### config.mk
export PLATFORM = sky130hd
export DESIGN_NAME = pc_stack
export DESIGN_NICKNAME = d
export VERILOG_FILES = /design/src/rtl/pc_pkg.sv /design/src/rtl/pc_ret_stack.sv /design/src/rtl/pc_stack.sv
export SDC_FILE = /design/constraint.sdc
export NUM_CORES = 1
export LEC_CHECK = 0
export BUFFER_PORTS_ARGS = -buffer_cell sky130_fd_sc_hd__clkbuf_2
export CAP_MARGIN = 20
export CORE_MARGIN = 3
export CORE_UTILIZATION = 43
export DETAILED_ROUTE_END_ITERATION = 6
export PLACE_DENSITY = 0.62
export SLEW_MARGIN = 25
export SYNTH_ARGS = -nofsm -noshare
export SYNTH_HDL_FRONTEND = slang
export SYNTH_HIERARCHICAL = 1
export SYNTH_SLANG_ARGS = --single-unit
### constraint.sdc
create_clock -name clk -period 4.85 [get_ports clk]
set_clock_uncertainty 0.1 [all_clocks]
set_input_delay 0.97 -clock clk [delete_from_list [all_inputs] [get_ports clk]]
set_output_delay 0.97 -clock clk [all_outputs]
set_load 0.01 [all_outputs]
### src/rtl/pc_pkg.sv
// rtl/pc_pkg.sv - action encoding and priority decode for the PC with return stack
package pc_pkg;

  typedef logic [2:0] action_t;

  localparam action_t ACT_HOLD = 3'd0;
  localparam action_t ACT_SET  = 3'd1;
  localparam action_t ACT_RET  = 3'd2;
  localparam action_t ACT_CALL = 3'd3;
  localparam action_t ACT_BR   = 3'd4;
  localparam action_t ACT_INC  = 3'd5;

  // Exactly one action per cycle; lower-priority requests are dropped.
  function automatic action_t decode_action(input logic stall,
                                            input logic set_pc,
                                            input logic ret,
                                            input logic call,
                                            input logic branch);
    action_t act;
    if (stall)       act = ACT_HOLD;
    else if (set_pc) act = ACT_SET;
    else if (ret)    act = ACT_RET;
    else if (call)   act = ACT_CALL;
    else if (branch) act = ACT_BR;
    else             act = ACT_INC;
    return act;
  endfunction

endpackage

### src/rtl/pc_ret_stack.sv
// rtl/pc_ret_stack.sv - parametrised LIFO of return addresses
module pc_ret_stack #(
  parameter int DATA_W = 4,
  parameter int DEPTH  = 4
) (
  input  logic                       clk,
  input  logic                       rst,
  input  logic                       push,
  input  logic                       pop,
  input  logic [DATA_W-1:0]          push_data,
  output logic [DATA_W-1:0]          top_data,
  output logic [$clog2(DEPTH+1)-1:0] count,
  output logic                       full,
  output logic                       empty,
  output logic                       err
);

  localparam int CW = $clog2(DEPTH + 1);
  localparam logic [CW-1:0] ONE = CW'(1);

  // Sized to the count range so every index is in bounds; unused rows trim away.
  logic [DATA_W-1:0] mem [0:(1<<CW)-1];

  assign full     = (count == CW'(DEPTH));
  assign empty    = (count == '0);
  assign top_data = mem[count - ONE];
  assign err      = (push && full) || (pop && empty);

  always_ff @(posedge clk) begin
    if (rst) begin
      count <= '0;
    end else if (pop && !empty) begin
      count <= count - ONE;
    end else if (push && !full) begin
      count <= count + ONE;
    end
  end

  always_ff @(posedge clk) begin
    if (push && !full && !pop) begin
      mem[count] <= push_data;
    end
  end

endmodule

### src/rtl/pc_stack.sv
// rtl/pc_stack.sv - N-bit PC with stall/branch/call/ret; sticky stack_err built only with PC_STACK_ERR_EN
module pc_stack
  import pc_pkg::*;
#(
  parameter int              PC_W        = 4,
  parameter int              STACK_DEPTH = 4,
  parameter logic [PC_W-1:0] RESET_PC    = '0
) (
  input  logic            clk,
  input  logic            rst,
  input  logic            stall,
  input  logic            set_pc,
  input  logic            branch,
  input  logic            call,
  input  logic            ret,
  input  logic [PC_W-1:0] PC_INIT,
  input  logic [PC_W-1:0] BR_OFF,
  output logic [PC_W-1:0] PC_CURR,
  output logic            stack_full,
  output logic            stack_empty,
  output logic            stack_err
);

  action_t                          action;
  logic [PC_W-1:0]                  pc_next;
  logic [PC_W-1:0]                  pc_inc;
  logic [PC_W-1:0]                  stk_top;
  logic [$clog2(STACK_DEPTH+1)-1:0] stk_count;
  logic                             stk_push;
  logic                             stk_pop;
  logic                             stk_full;
  logic                             stk_empty;
  logic                             stk_err;

  assign pc_inc = PC_CURR + PC_W'(1);

  always_comb begin
    action   = decode_action(stall, set_pc, ret, call, branch);
    stk_push = 1'b0;
    stk_pop  = 1'b0;
    pc_next  = PC_CURR;
    case (action)
      ACT_SET:  pc_next = PC_INIT;
      ACT_RET: begin
        // An empty pop falls back to a plain increment.
        stk_pop = 1'b1;
        pc_next = stk_empty ? pc_inc : stk_top;
      end
      ACT_CALL: begin
        stk_push = 1'b1;
        pc_next  = PC_INIT;
      end
      ACT_BR:   pc_next = PC_CURR + BR_OFF;
      ACT_INC:  pc_next = pc_inc;
      default:  pc_next = PC_CURR;
    endcase
  end

  always_ff @(posedge clk) begin
    if (rst) PC_CURR <= RESET_PC;
    else     PC_CURR <= pc_next;
  end

  pc_ret_stack #(
    .DATA_W (PC_W),
    .DEPTH  (STACK_DEPTH)
  ) u_ret_stack (
    .clk       (clk),
    .rst       (rst),
    .push      (stk_push),
    .pop       (stk_pop),
    .push_data (pc_inc),
    .top_data  (stk_top),
    .count     (stk_count),
    .full      (stk_full),
    .empty     (stk_empty),
    .err       (stk_err)
  );

  assign stack_full  = stk_full;
  assign stack_empty = (stk_count == '0);

`ifdef PC_STACK_ERR_EN
  always_ff @(posedge clk) begin
    if (rst)          stack_err <= 1'b0;
    else if (stk_err) stack_err <= 1'b1;
  end
`else
  assign stack_err = stk_err & 1'b0;
`endif

endmodule

==> flow_summary.toml, run 1 <==
[status]
status = "finished clean"

[setup_path]
end_kind = "primary output"
r2r-end = "PC_CURR[1]"
crit_arrival_ns = 1.99
critPathCapture = "stack_full"
crit_slowest_cell = "dfxtp_1"
cp_data_required_time_ns = 3.78
reg2reg_from = "u_ret_stack/count[0]"
crit_fanout = 17
worstSetupStartpoint = "u_ret_stack/count[0]"
criticalPathCategory = "reg2out"
path_cells = "inv_1, ha_1, and2_1, clkbuf_2"
r2r_cells = 7
max_stage_delay_ns = 0.82
startpoint_type = "flip-flop"
regToRegSetupSlack_ns = 1.82

[clock_network]
cts.sinks = 39
ctsLongestPathBuffers = 2
cts_resized = 0
clkTransAtPathRegs_ns = 0.08
clk_latency_ns = 0.29
cts_htree_levels = 2
post-cts-setup-buffer-count = 0
cts_tree = "built"
cts-root-buf = "clkbuf_8"
numCtsBuffers = 5
ctsHoldBuffers = 0

[sta]
fin_crit_sh = 0.631
timing.setup.tns_ns = 0
setup_viol = 0
period_needed_ns = 3.06
final_hold_viol_count = 0
worstMarginPinSlew_ns = 0.815
final-max-slew-violation-count = 0
rsz0062_at_grt = "no"
max_freq_ghz = 0.327
slew_headroom = 0.455
fin_ws_ns = 1.79

[final_layout]
area_growth_pct = 9.53
fin_util = 0.507
drive_gt1_frac = 0.230
num_antenna_cells = 0
layout.nets = 200
stdcell_area_um2 = 2300

[global_route]
antenna_found_initial = 0
grt_pass1_vias = 1345
grt_usage = 0.167
grt_pass1_wl_mm = 6.87
grt_max_degree = 18
grt_overflow = 0

[die]
die_w_um = 75.9
die_h_um = 75.9
num_io_pins = 22
core_area_um2 = 4530
start_util = 0.463
die_area_um2 = 5760
rows = 24

[drt]
drtAntennaViolNets = 0
wl_per_cell_um = 17.4
drt_first_pass_iters = 4
drt-total-wl_mm = 4.24
drc = 0
drtIter0Drc = 132
vias = 1341
via_per_inst = 5.52

[place]
dp_worst_setup_slack_ns = 1.61
gp_congestion = 0.886
place_area_um2 = 2220
portBuffers = 20
dp_hpwl_mm = 3.16

[pwr]
ir_drop_uv = 104
power.density_nw_per_um2 = 283
total_leakage_power_nw = 0.798

[synthesis]
synth_area_um2 = 2100
synth.avg_cell_area_um2 = 13.2
yosys_warnings = 6
synth.net_count = 182
syn_inst = 159

[job]
max_cap_violations = 0

[min_path]
hp-class = "reg2reg"
[worst max-delay path: cells and delay by family (launching register included)]
family / cells / cell delay [ns]
DFF: 1 / 0.82
and+or+nand+nor: 1 / 0.20
adders and majority gates: 1 / 0.37
buffers and inverters: 2 / 0.30
[how the worst min path moves through the flow]
stage                           from          to  slack [ns]  cells past startpoint
after floorplan           PC_CURR[2]  PC_CURR[2]        0.43                      2
after global placement    PC_CURR[2]  PC_CURR[2]        0.45                      2
after detailed placement  PC_CURR[2]  PC_CURR[2]        0.45                      2
after CTS                 PC_CURR[2]  PC_CURR[2]        0.46                      2
after global routing      PC_CURR[2]  PC_CURR[2]        0.49                      2
final                     PC_CURR[2]  PC_CURR[2]        0.46                      2
[through the flow]
stage	power (W)	hold slack, ns	std cells
3_5_place_dp	0.000450	0.449	235
5_1_grt	0.000681	0.485	243
6_report	0.000651	0.456	243
3_3_place_gp	0.000448	0.448	235
2_1_floorplan	0.000426	0.429	159
4_1_cts	0.000657	0.459	243
[cell type report]
class	instances	area [um2]
Fill cell	402	2230
Multi-Input combinational cell	103	903
Tap cell	65	81.3
Inverter	8	30.0
Sequential cell	39	1100
Timing Repair Buffer	20	100
Clock inverter	2	12.5
Clock buffer	6	72.6
[flip-flops by register name, summed over array words and instances (netlist names)]
| signal | count |
|---|---|
| PC_CURR | 4 |
| u_ret_stack/mem | 32 |
| u_ret_stack/count | 3 |
[report_power, final]
group          switching (W)  internal, W   total, W
registers         0.00000580     0.000370   0.000375
logic              0.0000395    0.0000273  0.0000669
clock network       0.000109     0.000100   0.000209
total               0.000154     0.000497   0.000651
[metal layers]
metal	global-route usage	vias up	part of all wire
met5	0	-	0
li1	-	644	-
met1	0.222	644	0.45
met3	0.0422	10	0.057
met4	0.0680	0	0.020
met2	0.261	43	0.47
[layout by cell type, fill, tap and decap left out, types with 6 or more instances in the layout]
cell type	count
a21oi_1	8
clkbuf_2	20
dfxtp_1	7
edfxtp_1	32
ha_1	7
inv_1	8
mux2_2	7
nand2_1	8
nor2_1	11
nor3_1	6
No activity file was read; power rests on OpenSTA's default activity.
==> inputs of run 2 (changes only) <==
--- a/config.mk
+++ b/config.mk
@@ -10,7 +10,7 @@
 export CORE_MARGIN = 3
 export CORE_UTILIZATION = 43
 export DETAILED_ROUTE_END_ITERATION = 6
-export PLACE_DENSITY = 0.62
+export PLACE_DENSITY = 0.65
 export SLEW_MARGIN = 25
 export SYNTH_ARGS = -nofsm -noshare
 export SYNTH_HDL_FRONTEND = slang
==> constraint.sdc (replaced) <==
create_clock -name clk -period 2.7 [get_ports clk]
set_clock_uncertainty 0.1 [all_clocks]
set_input_delay 0.54 -clock clk [delete_from_list [all_inputs] [get_ports clk]]
set_output_delay 0.54 -clock clk [all_outputs]
set_load 0.01 [all_outputs]
==> run 2 against run 1 <==
Sequential power grew 79%. Clock power rose by 77%. Utilization rose by 1.2 points. Non-clock buffer count rose by 8. Critical path depth rose by 3. Count of clock-buffer cells in the layout rose by 1. Wire length up 1.6%. Largest cell class unchanged. Largest power group unchanged.
==> flow_summary.toml, run 2 (synthesis results as in run 1) <==
[final_layout]
stdcell_area_um2 = 2360
largest_reg_flops = 32
ff_latch_area_um2 = 1100
nFillCells = 399
top_register = "u_ret_stack/mem"
top_regs = "u_ret_stack/mem (32), PC_CURR (4), u_ret_stack/count (3)"
layout.nets = 208
num_antenna_cells = 0
area_growth_pct = 12.2
final_common_cell = "edfxtp_1"
drive_gt1_frac = 0.258
multi_input_area_um2 = 903
final_cell_mix = "edfxtp_1, clkbuf_2, nor2_1"

[clock_network]
ctsHoldBuffers = 0
ctsLongestPathBuffers = 2
cts_htree_levels = 2
post-cts-setup-buffer-count = 0
cts.sinks = 39
cts_resized = 0
cts-root-buf = "clkbuf_8"
numCtsBuffers = 5
cts_tree = "built"
clkTransAtPathRegs_ns = 0.07
clk_latency_ns = 0.28

[status]
status = "finished clean"

[min_path]
hp-class = "reg2reg"

[place]
portBuffers = 20
place_area_um2 = 2280
gp_congestion = 0.844
dp_hpwl_mm = 3.16

[drt]
drc = 0
via_per_inst = 5.49
drt_first_pass_iters = 4
vias = 1378
drtIter0Drc = 87
drt-total-wl_mm = 4.31
drtAntennaViolNets = 0
wl_per_cell_um = 17.2

[sta]
fin_crit_sh = 0.931
slew_headroom = 0.551
timing.setup.tns_ns = 0
rsz0062_at_grt = "no"
max_freq_ghz = 0.398
setup_viol = 0
worstMarginPinSlew_ns = 0.669
final_hold_viol_count = 0
period_needed_ns = 2.52
final-max-slew-violation-count = 0

[setup_path]
crit_arrival_ns = 2.58
crit_fanout = 10
startpoint_type = "flip-flop"
end_kind = "flip-flop"
cp_data_required_time_ns = 2.76
criticalPathCategory = "reg2reg"

[die]
rows = 24
num_io_pins = 22
start_util = 0.463
die_area_um2 = 5760
die_w_um = 75.9
core_area_um2 = 4530
die_h_um = 75.9

[global_route]
antenna_found_initial = 0
grt_max_degree = 17
grt_usage = 0.167
grt_pass1_vias = 1382
grt_overflow = 0
grt_pass1_wl_mm = 6.83

[pwr]
total_leakage_power_nw = 0.842
power.density_nw_per_um2 = 495
ir_drop_uv = 205

[job]
max_cap_violations = 0
[run 2: changes by cell type in the layout (fill, tap and decap cells not counted)]
cell	change
buf_4	+8
clkbuf_1	+1
clkinvlp_4	-1
[run 2: layout make-up]
| class | count | area share |
|---|---|---|
| Clock buffer | 7 | 0.0324 |
| Clock inverter | 1 | 0.00212 |
| Inverter | 8 | 0.0127 |
| Multi-Input combinational cell | 103 | 0.383 |
| Sequential cell | 39 | 0.467 |
| Tap cell | 65 | 0.0345 |
| Timing Repair Buffer | 28 | 0.0679 |
[run 2: through the flow]
| step | setup slack, ns | cells | util | power [W] | hold WS, ns |
|---|---|---|---|---|---|
| after global routing | 0.0249 | 251 | 0.520 | 0.00122 | 0.475 |
| after floorplan | 0.213 | 159 | - | 0.000765 | 0.429 |
| after detailed placement | 0.217 | 243 | 0.502 | 0.000812 | 0.438 |
| after CTS | 0.192 | 251 | 0.520 | 0.00118 | 0.448 |
| after global placement | 0.232 | 243 | 0.502 | 0.000806 | 0.434 |
| final | 0.185 | 251 | 0.520 | 0.00117 | 0.437 |
[run 2: worst max-delay path: stages, from the launching register on]
cell      delay (ns)
dfxtp_1         0.45
inv_1           0.13
ha_1            0.56
mux4_2          0.36
mux2_2          0.28
mux2_2          0.26
a21oi_1         0.16
a221oi_1        0.09
[run 2: path summary, 6_finish.rpt]
kind	start	endpoint	slack, ns	cells after the start
worst max-delay path	u_ret_stack/count[1]	PC_CURR[1]	0.18	7
worst min-delay path	PC_CURR[2]	PC_CURR[2]	0.44	2
worst min register to register	PC_CURR[2]	PC_CURR[2]	0.44	2
worst max register to register	u_ret_stack/count[1]	PC_CURR[1]	0.18	7
[run 2: metal layers]
layer | routed length (um) | vias to the layer above | GRT usage
li1 | - | 659 | -
met1 | 2040 | 671 | 0.212
met2 | 2020 | 44 | 0.285
met3 | 212 | 4 | 0.0369
met4 | 36 | 0 | 0.0466
met5 | 0 | - | 0
[run 2: report_power, final]
group | switching [W] | internal [W]
registers | 0.00000835 | 0.000664
logic | 0.0000718 | 0.0000536
clock network | 0.000188 | 0.000181
total | 0.000268 | 0.000899
==> inputs of run 3 (changes only) <==
--- a/config.mk
+++ b/config.mk
@@ -5,7 +5,7 @@
 export SDC_FILE = /design/constraint.sdc
 export NUM_CORES = 1
 export LEC_CHECK = 0
-export BUFFER_PORTS_ARGS = -buffer_cell sky130_fd_sc_hd__clkbuf_2
+export BUFFER_PORTS_ARGS = -buffer_cell sky130_fd_sc_hd__buf_2
 export CAP_MARGIN = 20
 export CORE_MARGIN = 3
 export CORE_UTILIZATION = 43
==> run 3 against run 2 <==
First-iteration DRC count is 24% lower. Sequential cell count stayed put. Critical path depth stayed put. Fmax is 1.6% higher. Wire length is 4.6% lower. Cell count is 0.40% lower. Critical path type unchanged. Sequential power hardly changed. Via count is 1.7% higher. Count of clock-buffer cells in the layout is 2 lower. Register-to-register slack better by 0.04 ns. Largest cell class unchanged.
==> flow_summary.toml, run 3 (synthesis results as in run 1) <==
[status]
status = "finished clean"

[global_route]
grt_usage = 0.155
grt_max_degree = 17
grt_overflow = 0
grt_pass1_vias = 1332
grt_pass1_wl_mm = 6.42
antenna_found_initial = 0

[pwr]
intPower_w = 0.000991
total_leakage_power_nw = 0.851
combPwrFrac = 0.098
clockPowerShare = 0.373
p_switching_w = 0.000280
netSwitchingFraction = 0.220
seqPwrFrac = 0.529
power.density_nw_per_um2 = 534
ir_drop_uv = 253

[final_layout]
num_antenna_cells = 0
final_common_cell = "edfxtp_1"
layout.nets = 207
fin_util = 0.525
top_regs = "u_ret_stack/mem (32), PC_CURR (4), u_ret_stack/count (3)"
drive_gt1_frac = 0.265
stdcell_area_um2 = 2380
final_cell_mix = "edfxtp_1, buf_2, nor2_1"
area_growth_pct = 13.3
top_register = "u_ret_stack/mem"
largest_reg_flops = 32

[place]
portBuffers = 20
dp_hpwl_mm = 3.08
place_area_um2 = 2270
gp_congestion = 0.847

[drt]
drtIter0Drc = 66
wl_per_cell_um = 16.4
drtAntennaViolNets = 0
drt-total-wl_mm = 4.11
vias = 1401
drc = 0
drt_first_pass_iters = 4
via_per_inst = 5.60

[setup_path]
reg2reg_from = "u_ret_stack/count[1]"
criticalPathCategory = "reg2reg"
cp_data_required_time_ns = 2.76
r2r_cells = 7
crit_arrival_ns = 2.53
startpoint_type = "flip-flop"
end_kind = "flip-flop"
crit_slowest_cell = "ha_1"
crit_fanout = 10
max_stage_delay_ns = 0.53
r2r-end = "PC_CURR[1]"
crit_top_cell = "mux2_2"
regToRegSetupSlack_ns = 0.22
path_cells = "inv_1, ha_1, mux4_1, mux2_2, mux2_2, a21oi_1, a221oi_1"

[clock_network]
cts_htree_levels = 2
ctsLongestPathBuffers = 2
clk_latency_ns = 0.29
clkTransAtPathRegs_ns = 0.07
cts-root-buf = "clkbuf_8"
post-cts-setup-buffer-count = 0
cts.sinks = 39
cts_resized = 0
ctsHoldBuffers = 0
cts_tree = "built"
numCtsBuffers = 5

[sta]
fin_crit_sh = 0.917
final-max-slew-violation-count = 0
rsz0062_at_grt = "no"
slew_headroom = 0.444
timing.setup.tns_ns = 0
max_freq_ghz = 0.404
period_needed_ns = 2.48
final_hold_viol_count = 0
whs_ns = 0.446
setup_viol = 0
worstMarginPinSlew_ns = 0.828

[min_path]
hp-class = "reg2reg"
min_delay_path_depth = 2
min_to = "PC_CURR[2]"
hold_start = "PC_CURR[2]"

[die]
num_io_pins = 22
rows = 24
die_w_um = 75.9
die_area_um2 = 5760
core_area_um2 = 4530
die_h_um = 75.9
start_util = 0.463

[job]
max_cap_violations = 0
==> run 3: critical path: cells and delay by family, from the launching register on <==
| kind | cells | cell delay [ns] |
|---|---|---|
| mux | 3 | 0.90 |
| fa+ha+maj | 1 | 0.53 |
| flops | 1 | 0.43 |
| compound gates | 2 | 0.27 |
| buf+inv | 1 | 0.12 |
==> run 3: how the worst max path moves through the flow <==
stage	from	endpoint	slack, ns	cells after the start
6_report	u_ret_stack/count[1]	PC_CURR[1]	0.22	7
5_1_grt	u_ret_stack/count[1]	PC_CURR[1]	0.01	7
4_1_cts	u_ret_stack/count[1]	PC_CURR[1]	0.18	7
3_5_place_dp	u_ret_stack/count[1]	PC_CURR[1]	0.22	7
3_3_place_gp	u_ret_stack/count[1]	PC_CURR[1]	0.29	7
2_1_floorplan	u_ret_stack/count[0]	PC_CURR[0]	0.21	10
==> run 3: per-layer routing <==
metal,share of wire,GRT usage
met1,0.46,0.199
met4,0.0034,0.0524
met2,0.48,0.252
met3,0.052,0.0435
met5,0,0
==> run 3: per-stage QoR <==
| stage | instances | total power [W] | setup WS [ns] |
|---|---|---|---|
| final | 250 | 0.00127 | 0.225 |
| after floorplan | 159 | 0.000765 | 0.213 |
| after global placement | 242 | 0.000806 | 0.289 |
| after CTS | 250 | 0.00128 | 0.184 |
| after detailed placement | 242 | 0.000811 | 0.217 |
| after global routing | 250 | 0.00132 | 0.0100 |
==> run 3: cell type report <==
class                      count  area [um2]
sequential                    39        1100
multi-input combinational    103         903
clock inverter                 3        43.8
timing repair buffer          27         153
fill                         387        2150
inverter                       8        30.0
tap                           65        81.3
clock buffer                   5        68.8
==> run 3: power groups by stage <==
stage               Clock [W]  Sequential (W)  Combinational, W
global route         0.000504        0.000673          0.000139
detailed placement          0        0.000686          0.000125
CTS                  0.000486        0.000672          0.000125
floorplan                   0        0.000686         0.0000793
finish               0.000474        0.000672          0.000125
global placement            0        0.000685          0.000121
